===== config.mk =====
export PLATFORM = sky130hd
export DESIGN_NAME = add_64
export DESIGN_NICKNAME = d
export VERILOG_FILES = /design/src/rtl/add_64.sv
export SDC_FILE = /design/constraint.sdc
export NUM_CORES = 1
export LEC_CHECK = 0
export ABC_AREA = 0
export CAP_MARGIN = 20
export CORE_AREA = 2 2 105 127
export DETAILED_ROUTE_END_ITERATION = 10
export DIE_AREA = 0 0 107 129
export GPL_TIMING_DRIVEN = 0
export PLACE_DENSITY_LB_ADDON = 0.25
export SYNTH_ARGS = -nofsm -noshare
export SYNTH_HDL_FRONTEND = slang
export SYNTH_HIERARCHICAL = 1
export SYNTH_SLANG_ARGS = --single-unit

===== constraint.sdc =====
create_clock -name clk -period 38.8 [get_ports clk]
set_clock_uncertainty 0.2 [all_clocks]
set_input_delay 9.7 -clock clk [delete_from_list [all_inputs] [get_ports clk]]
set_output_delay 9.7 -clock clk [all_outputs]
set_load 0.01 [all_outputs]

===== src/rtl/add_64.sv =====
// 64-bit ripple-carry adder for the y86-64 ALU ADD path.
// A chain of single-bit full adders (carry-in fixed at 0) produces the sum and
// the per-bit carry-out vector; both, plus the signed-overflow flag, are
// registered with one clock of latency. There is no handshake: a new operand
// pair is accepted on every rising edge and its result is visible right after
// that edge.

module full_adder (
  input  logic a,
  input  logic b,
  input  logic c_in,
  output logic s,
  output logic c_out
);

  // Single-bit sum and carry-out.
  always_comb begin
    s     = a ^ b ^ c_in;
    c_out = (a & b) | (c_in & (a ^ b));
  end

endmodule

module add_64 #(
  parameter int N = 64
) (
  input  logic         clk,
  input  logic         rst_n,
  input  logic [N-1:0] a,
  input  logic [N-1:0] b,
  output logic [N-1:0] sum,
  output logic [N-1:0] carry,
  output logic         overflow
);

  // chain[i] is the carry into bit i; chain[i+1] is the carry out of bit i.
  logic [N:0]   chain;
  logic [N-1:0] s_comb;
  logic [N-1:0] co_comb;
  logic         ovf_comb;

  assign chain[0] = 1'b0;

  // Ripple chain of N full adders; each stage feeds the next stage's carry-in.
  for (genvar i = 0; i < N; i++) begin : g_fa
    full_adder u_fa (
      .a     (a[i]),
      .b     (b[i]),
      .c_in  (chain[i]),
      .s     (s_comb[i]),
      .c_out (chain[i+1])
    );
  end

  assign co_comb = chain[N:1];

  // Signed overflow: carry into the sign bit differs from carry out of it.
  always_comb begin
    ovf_comb = co_comb[N-1] ^ co_comb[N-2];
  end

  // Output register stage; a low rst_n on an edge discards the in-flight result.
  always_ff @(posedge clk) begin
    if (!rst_n) begin
      sum      <= '0;
      carry    <= '0;
      overflow <= 1'b0;
    end else begin
      sum      <= s_comb;
      carry    <= co_comb;
      overflow <= ovf_comb;
    end
  end

endmodule


# Word level (Yosys, flattened, before mapping)
# Cells that the tools add are included.
# Widths: inputs -> output; s select.
classes:
  n_bitwise: 318
op_table:
  columns: ["operator", "n"]
  rows:
  - ["$xor 1x1->1", 128]
  - ["$and 1x1->1", 127]
  - ["$or 1x1->1", 63]
word_totals:
  register_bits: 129
  wordCells: 321

# Logic depth before layout (Yosys ltp)
depth:
  word_depth: 128
  ltp_mapped: 66

# Cells and area by module
# The synthesis kept the hierarchy.
modules_own_cells:
  columns: ["module", "instances", "cells_each", "area_each_um2", "seq_area_each_um2"]
  rows:
  - ["add_64", 1, 274, 3547.2, 2582.5]
  - ["full_adder", 64, 1, 20.0, 0.0]

# Least setup slack after synthesis
# OpenSTA, ideal clock, no wires.
synth_path:
  path_kind: "input -> register"
  start: "in a[0]"
  end: "reg overflow"
  setup_ps: 115
  arrival_time_ps: 35273
  required_ps: 38485
  slack_ps: 3212
  stages: 66
  cell_sequence: "fa_1 > fa_1 > fa_1 > fa_1 > fa_1 > fa_1 > fa_1 > fa_1 > fa_1 > fa_1 > fa_1 > fa_1 > fa_1 > fa_1 > fa_1 > fa_1 > fa_1 > fa_1 > (+30 left out) > fa_1 > fa_1 > fa_1 > fa_1 > fa_1 > fa_1 > fa_1 > fa_1 > fa_1 > fa_1 > fa_1 > fa_1 > fa_1 > fa_1 > fa_1 > fa_1 > xor2_1 > and2_1"
synth_via:
  elab_chain_cells: 128
synth_rtl:
  columns: ["item", "line_no", "text"]
  rows:
  - ["start: declaration", "29", "input logic [N-1:0] a,"]
  - ["$and 1x1->1 (2 in series)", "19", "c_out = (a & b) | (c_in & (a ^ b));"]
  - ["$or 1x1->1", "19", null]
  - ["net chain[2]", "37", "logic [N:0] chain;"]
  - ["$and 1x1->1", "19", null]
  - ["$or 1x1->1", "19", null]
  - ["net chain[3]", "37", null]
  - ["$and 1x1->1", "19", null]
  - ["$or 1x1->1", "19", null]
  - ["net chain[4]", "37", null]
  - ["(+2 left out)", null, null]
  - ["net chain[5]", "37", null]
  - ["(+2 left out)", null, null]
  - ["net chain[6]", "37", null]
  - ["(+2 left out)", null, null]
  - ["net chain[7]", "37", null]
  - ["(+2 left out)", null, null]
  - ["net chain[8]", "37", null]
  - ["(+2 left out)", null, null]
  - ["net chain[9]", "37", null]
  - ["(+2 left out)", null, null]
  - ["net chain[10]", "37", null]
  - ["(+2 left out)", null, null]
  - ["net chain[11]", "37", null]
  - ["(+2 left out)", null, null]
  - ["net chain[12]", "37", null]
  - ["(+2 left out)", null, null]
  - ["net chain[13]", "37", null]
  - ["(+2 left out)", null, null]
  - ["net chain[14]", "37", null]
  - ["(+2 left out)", null, null]
  - ["net chain[15]", "37", null]
  - ["(+2 left out)", null, null]
  - ["net chain[16]", "37", null]
  - ["(+2 left out)", null, null]
  - ["net chain[17]", "37", null]
  - ["(+2 left out)", null, null]
  - ["net chain[18]", "37", null]
  - ["(+2 left out)", null, null]
  - ["net chain[19]", "37", null]
  - ["(+2 left out)", null, null]
  - ["net chain[20]", "37", null]
  - ["(+2 left out)", null, null]
  - ["net chain[21]", "37", null]
  - ["(+2 left out)", null, null]
  - ["net chain[22]", "37", null]
  - ["(+2 left out)", null, null]
  - ["net chain[23]", "37", null]
  - ["(+2 left out)", null, null]
  - ["net chain[24]", "37", null]
  - ["(+2 left out)", null, null]
  - ["net chain[25]", "37", null]
  - ["(+2 left out)", null, null]
  - ["net chain[26]", "37", null]
  - ["(+2 left out)", null, null]
  - ["net chain[27]", "37", null]
  - ["(+2 left out)", null, null]
  - ["net chain[28]", "37", null]
  - ["(+2 left out)", null, null]
  - ["net chain[29]", "37", null]
  - ["(+2 left out)", null, null]
  - ["net chain[30]", "37", null]
  - ["(+2 left out)", null, null]
  - ["net chain[31]", "37", null]
  - ["(+2 left out)", null, null]
  - ["net chain[32]", "37", null]
  - ["(+2 left out)", null, null]
  - ["net chain[33]", "37", null]
  - ["(+2 left out)", null, null]
  - ["net chain[34]", "37", null]
  - ["(+2 left out)", null, null]
  - ["net chain[35]", "37", null]
  - ["(+2 left out)", null, null]
  - ["net chain[36]", "37", null]
  - ["(+2 left out)", null, null]
  - ["net chain[37]", "37", null]
  - ["(+2 left out)", null, null]
  - ["net chain[38]", "37", null]
  - ["(+2 left out)", null, null]
  - ["net chain[39]", "37", null]
  - ["(+2 left out)", null, null]
  - ["net chain[40]", "37", null]
  - ["(+2 left out)", null, null]
  - ["net chain[41]", "37", null]
  - ["(+2 left out)", null, null]
  - ["net chain[42]", "37", null]
  - ["(+2 left out)", null, null]
  - ["net chain[43]", "37", null]
  - ["(+2 left out)", null, null]
  - ["net chain[44]", "37", null]
  - ["(+2 left out)", null, null]
  - ["net chain[45]", "37", null]
  - ["(+2 left out)", null, null]
  - ["net chain[46]", "37", null]
  - ["(+2 left out)", null, null]
  - ["net chain[47]", "37", null]
  - ["(+2 left out)", null, null]
  - ["net chain[48]", "37", null]
  - ["(+2 left out)", null, null]
  - ["net chain[49]", "37", null]
  - ["(+2 left out)", null, null]
  - ["net chain[50]", "37", null]
  - ["(+2 left out)", null, null]
  - ["net chain[51]", "37", null]
  - ["(+2 left out)", null, null]
  - ["net chain[52]", "37", null]
  - ["(+2 left out)", null, null]
  - ["net chain[53]", "37", null]
  - ["(+2 left out)", null, null]
  - ["net chain[54]", "37", null]
  - ["(+2 left out)", null, null]
  - ["net chain[55]", "37", null]
  - ["(+2 left out)", null, null]
  - ["net chain[56]", "37", null]
  - ["(+2 left out)", null, null]
  - ["net chain[57]", "37", null]
  - ["(+2 left out)", null, null]
  - ["net chain[58]", "37", null]
  - ["(+2 left out)", null, null]
  - ["net chain[59]", "37", null]
  - ["(+2 left out)", null, null]
  - ["net chain[60]", "37", null]
  - ["(+2 left out)", null, null]
  - ["net chain[61]", "37", null]
  - ["(+2 left out)", null, null]
  - ["net chain[62]", "37", null]
  - ["$and 1x1->1", "19", null]
  - ["$or 1x1->1", "19", null]
  - ["net chain[63]", "37", null]
  - ["$and 1x1->1", "19", null]
  - ["$or 1x1->1", "19", null]
  - ["net chain[64]", "37", null]
  - ["$xor 1x1->1", "59", "ovf_comb = co_comb[N-1] ^ co_comb[N-2];"]
  - ["end signal: assignment", "71", "overflow <= ovf_comb;"]
  - ["end: declaration", "33", "output logic overflow"]
# The timed path passes the listed nets, and every way through them passes these cells.
# A chain may end at the register's enable or synchronous reset.

# Worst setup path after layout
layout_path:
  start: "in a[0]"
  end: "reg overflow"
layout_via:
  elab_chain_cells: 128
layout_rtl:
  columns: ["item", "line_no"]
  rows:
  - ["$and 1x1->1", "19"]
  - ["net chain[1]", "37"]
  - ["$and 1x1->1", "19"]
  - ["$or 1x1->1", "19"]
  - ["net chain[2]", "37"]
  - ["$and 1x1->1", "19"]
  - ["$or 1x1->1", "19"]
  - ["net chain[3]", "37"]
  - ["(+2 left out)", null]
  - ["net chain[4]", "37"]
  - ["(+2 left out)", null]
  - ["net chain[5]", "37"]
  - ["(+2 left out)", null]
  - ["net chain[6]", "37"]
  - ["(+2 left out)", null]
  - ["net chain[7]", "37"]
  - ["(+2 left out)", null]
  - ["net chain[8]", "37"]
  - ["(+2 left out)", null]
  - ["net chain[9]", "37"]
  - ["(+2 left out)", null]
  - ["net chain[10]", "37"]
  - ["(+2 left out)", null]
  - ["net chain[11]", "37"]
  - ["(+2 left out)", null]
  - ["net chain[12]", "37"]
  - ["(+2 left out)", null]
  - ["net chain[13]", "37"]
  - ["(+2 left out)", null]
  - ["net chain[14]", "37"]
  - ["(+2 left out)", null]
  - ["net chain[15]", "37"]
  - ["(+2 left out)", null]
  - ["net chain[16]", "37"]
  - ["(+2 left out)", null]
  - ["net chain[17]", "37"]
  - ["(+2 left out)", null]
  - ["net chain[18]", "37"]
  - ["(+2 left out)", null]
  - ["net chain[19]", "37"]
  - ["(+2 left out)", null]
  - ["net chain[20]", "37"]
  - ["(+2 left out)", null]
  - ["net chain[21]", "37"]
  - ["(+2 left out)", null]
  - ["net chain[22]", "37"]
  - ["(+2 left out)", null]
  - ["net chain[23]", "37"]
  - ["(+2 left out)", null]
  - ["net chain[24]", "37"]
  - ["(+2 left out)", null]
  - ["net chain[25]", "37"]
  - ["(+2 left out)", null]
  - ["net chain[26]", "37"]
  - ["(+2 left out)", null]
  - ["net chain[27]", "37"]
  - ["(+2 left out)", null]
  - ["net chain[28]", "37"]
  - ["(+2 left out)", null]
  - ["net chain[29]", "37"]
  - ["(+2 left out)", null]
  - ["net chain[30]", "37"]
  - ["(+2 left out)", null]
  - ["net chain[31]", "37"]
  - ["(+2 left out)", null]
  - ["net chain[32]", "37"]
  - ["(+2 left out)", null]
  - ["net chain[33]", "37"]
  - ["(+2 left out)", null]
  - ["net chain[34]", "37"]
  - ["(+2 left out)", null]
  - ["net chain[35]", "37"]
  - ["(+2 left out)", null]
  - ["net chain[36]", "37"]
  - ["(+2 left out)", null]
  - ["net chain[37]", "37"]
  - ["(+2 left out)", null]
  - ["net chain[38]", "37"]
  - ["(+2 left out)", null]
  - ["net chain[39]", "37"]
  - ["(+2 left out)", null]
  - ["net chain[40]", "37"]
  - ["(+2 left out)", null]
  - ["net chain[41]", "37"]
  - ["(+2 left out)", null]
  - ["net chain[42]", "37"]
  - ["(+2 left out)", null]
  - ["net chain[43]", "37"]
  - ["(+2 left out)", null]
  - ["net chain[44]", "37"]
  - ["(+2 left out)", null]
  - ["net chain[45]", "37"]
  - ["(+2 left out)", null]
  - ["net chain[46]", "37"]
  - ["(+2 left out)", null]
  - ["net chain[47]", "37"]
  - ["(+2 left out)", null]
  - ["net chain[48]", "37"]
  - ["(+2 left out)", null]
  - ["net chain[49]", "37"]
  - ["(+2 left out)", null]
  - ["net chain[50]", "37"]
  - ["(+2 left out)", null]
  - ["net chain[51]", "37"]
  - ["(+2 left out)", null]
  - ["net chain[52]", "37"]
  - ["(+2 left out)", null]
  - ["net chain[53]", "37"]
  - ["(+2 left out)", null]
  - ["net chain[54]", "37"]
  - ["(+2 left out)", null]
  - ["net chain[55]", "37"]
  - ["(+2 left out)", null]
  - ["net chain[56]", "37"]
  - ["(+2 left out)", null]
  - ["net chain[57]", "37"]
  - ["(+2 left out)", null]
  - ["net chain[58]", "37"]
  - ["(+2 left out)", null]
  - ["net chain[59]", "37"]
  - ["(+2 left out)", null]
  - ["net chain[60]", "37"]
  - ["(+2 left out)", null]
  - ["net chain[61]", "37"]
  - ["(+2 left out)", null]
  - ["net chain[62]", "37"]
  - ["$and 1x1->1", "19"]
  - ["$or 1x1->1", "19"]
  - ["net chain[63]", "37"]
  - ["$and 1x1->1", "19"]
  - ["$or 1x1->1", "19"]
  - ["net chain[64]", "37"]
  - ["$xor 1x1->1", "59"]
# The timed path passes the listed nets, and every way through them passes these cells.

==> flow_summary.toml <==
[logic_synthesis]
yosysSeqAreaShare_pct = 53.5
ys.warnings.count = 6
synth_flop_cell = "dfxtp_1"
avgSynthCellArea_sq_um = 14.3
ys_top_cells_by_area = "dfxtp_1, fa_1, and2_1"
syn_nets = 532
synth_seq_cells = 129
ys_top_cells_by_count = "and2_1, dfxtp_1, fa_1"
synth.distinct_cells = 7
synth_top_area_share_pct = 53.5
ys_async_sr_fraction_pct = 0
synth_top_cell_by_area = "dfxtp_1"
syn-cell-area_sq_um = 4830
synth_edf_count = 0
synthCells = 338

[power_and_ir_drop]
switching_share_pct = 24.1
pwr-share-clk_pct = 40.2
p_leak_nw = 3.23
p_int_mw = 0.293
combPwrFrac_pct = 20.7
p_sw_mw = 0.0928
power_frac_seq_pct = 39.1
p_per_area_nw_per_um2 = 47.1
vdd_drop_max_mv = 0.0313

[detailed_routing]
totalWireLength_microns = 12300
drtAntennaViolNets = 0
vias_per_cell = 4.23
num_vias = 3347
drt_iter0_markers = 37
drtPass1Iterations = 4
drc = 0
wl_per_cell_microns = 15.6

[cells_and_area]
final_cells = 791
n_antenna_cell = 0
area_growth_pct = 69.6
drive_gt1_share_pct = 7.18
nets = 808

[cts]
cts.sink_count = 129
cts_max_path_buffers = 2
clk_pin_slew_worst_paths_ps = 60
cts.repair.resized = 0
ctsHtreeMaxLevel = 4
numCtsBuffers = 17
cts_tree = "done"
ctsHoldBuffers = 0
post-cts-setup-buffers = 0
root_buffer = "clkbuf_16"

[critical_path]
cp.arrival_ps = 37450
cp_max_fo = 3
slowest_stage = "fa_1"
startpoint_type = "input port"
required_ps = 38890
worst_path_largest_cell_delay_ps = 500
path_common_cell = "fa_1"
critPathKind = "input port to register"
worst_setup_path_end_kind = "register"

[placed_design]
dp.cells = 759
dpl.hpwl_microns = 9980
dpl_worst_slack_ps = 1040
numPortBuffers = 257
gp_congestion = 0.824

[floorplanning]
num_rows = 45
die_w_microns = 107
start_util_pct = 38.5
die_y_microns = 129
pin_count = 259
dieArea_sq_um = 13800
core-area_sq_um = 12600

[timing]
layout_setup_ws_ps = 1440
setup_violations = 0
tns_ps = 0
rsz0062_at_grt = "no"
finalMaxSlewViolations = 0
finalHoldViolCount = 0
fin_crit_ps = 37360
clock.fmax_mhz = 26.8
min_period_over_period_pct = 96.3

[global_route]
grt_usage_pct = 18.5
grt_overflow_total = 0
antenna_found_initial = 0
grt_pass1_vias = 3732
grt_pass1_wl_microns = 19100
grt_max_degree = 17

[worst_hold_path]
hold_class = "input port to register"

[flow_run]
maxCapViolations = 0

[outcome]
outcome = "finished, final reports clean"
sequential cells by signal, indices dropped and copies added, names as in the netlist:
| name | cells |
|---|---|
| carry | 64 |
| overflow | 1 |
| sum | 64 |
cell usage in the layout, fill, tap and decap left out, drive strengths merged:
| master | instances |
|---|---|
| clkdlybuf4s50 | 257 |
| and2 | 129 |
| dfxtp | 129 |
| fa | 64 |
| clkbuf | 19 |
| buf | 14 |
| clkinv | 7 |
| clkinvlp | 3 |
| bufinv | 2 |
| xor2 | 1 |
| inv | 1 |
| conb | 1 |
critical path, delay by kind of cell:
| kind | cells | cell delay [ps] |
|---|---|---|
| xor gates and xnor gates | 1 | 150 |
| adders and majority gates | 64 | 26940 |
| buffers and inverters | 1 | 440 |
| and+or+nand+nor | 1 | 150 |
worst paths after layout:
path	from	end	slack [ps]	cells past startpoint
setup / recovery	a[0]	overflow	1440	67
hold / removal	rst_n	carry[5]	9420	2
area by class of cell:
cell class / instances / area (sq um)
clock inverter: 13 / 138
buffer: 14 / 145
sequential: 129 / 2580
timing repair buffer: 257 / 2570
fill: 936 / 4370
multi-input combinational: 195 / 2100
tap: 164 / 205
clock buffer: 19 / 443
cell families after synthesis:
| family | count (synthesis) | synth area share, % |
|---|---|---|
| xor gates and xnor gates | 1 | 0.181 |
| adders and majority gates | 64 | 26.5 |
| buffers and inverters | 14 | 3.01 |
| DFF | 129 | 53.5 |
| other | 1 | 0.0777 |
| and+or+nand+nor | 129 | 16.7 |
routing by layer:
metal	vias up	track usage [%]	wire length (microns)
li1	1573	-	-
met4	0	8.40	354
met2	151	34.2	6880
met1	1599	18.7	4160
met5	-	0	0
met3	24	6.38	937
stage by stage:
| step | hold slack [ps] | area (sq um) | power [mW] | utilization [%] |
|---|---|---|---|---|
| after floorplan | 9760 | 4830 | 0.182 | - |
| after global placement | 9830 | 7610 | 0.232 | 60.6 |
| after detailed placement | 9840 | 7610 | 0.234 | 60.6 |
| after CTS | 9410 | 8190 | 0.391 | 65.2 |
| after global routing | 9430 | 8190 | 0.405 | 65.2 |
| final | 9420 | 8190 | 0.385 | 65.2 |
power by group through the flow:
stage | sequential [mW] | combinational [mW] | clock [mW]
after floorplan | 0.161 | 0.0214 | 0
after global placement | 0.153 | 0.0792 | 0
after detailed placement | 0.154 | 0.0808 | 0
after CTS | 0.151 | 0.0812 | 0.159
after global routing | 0.152 | 0.0879 | 0.166
final | 0.151 | 0.0799 | 0.155
Power figures use the tool's default switching activity.
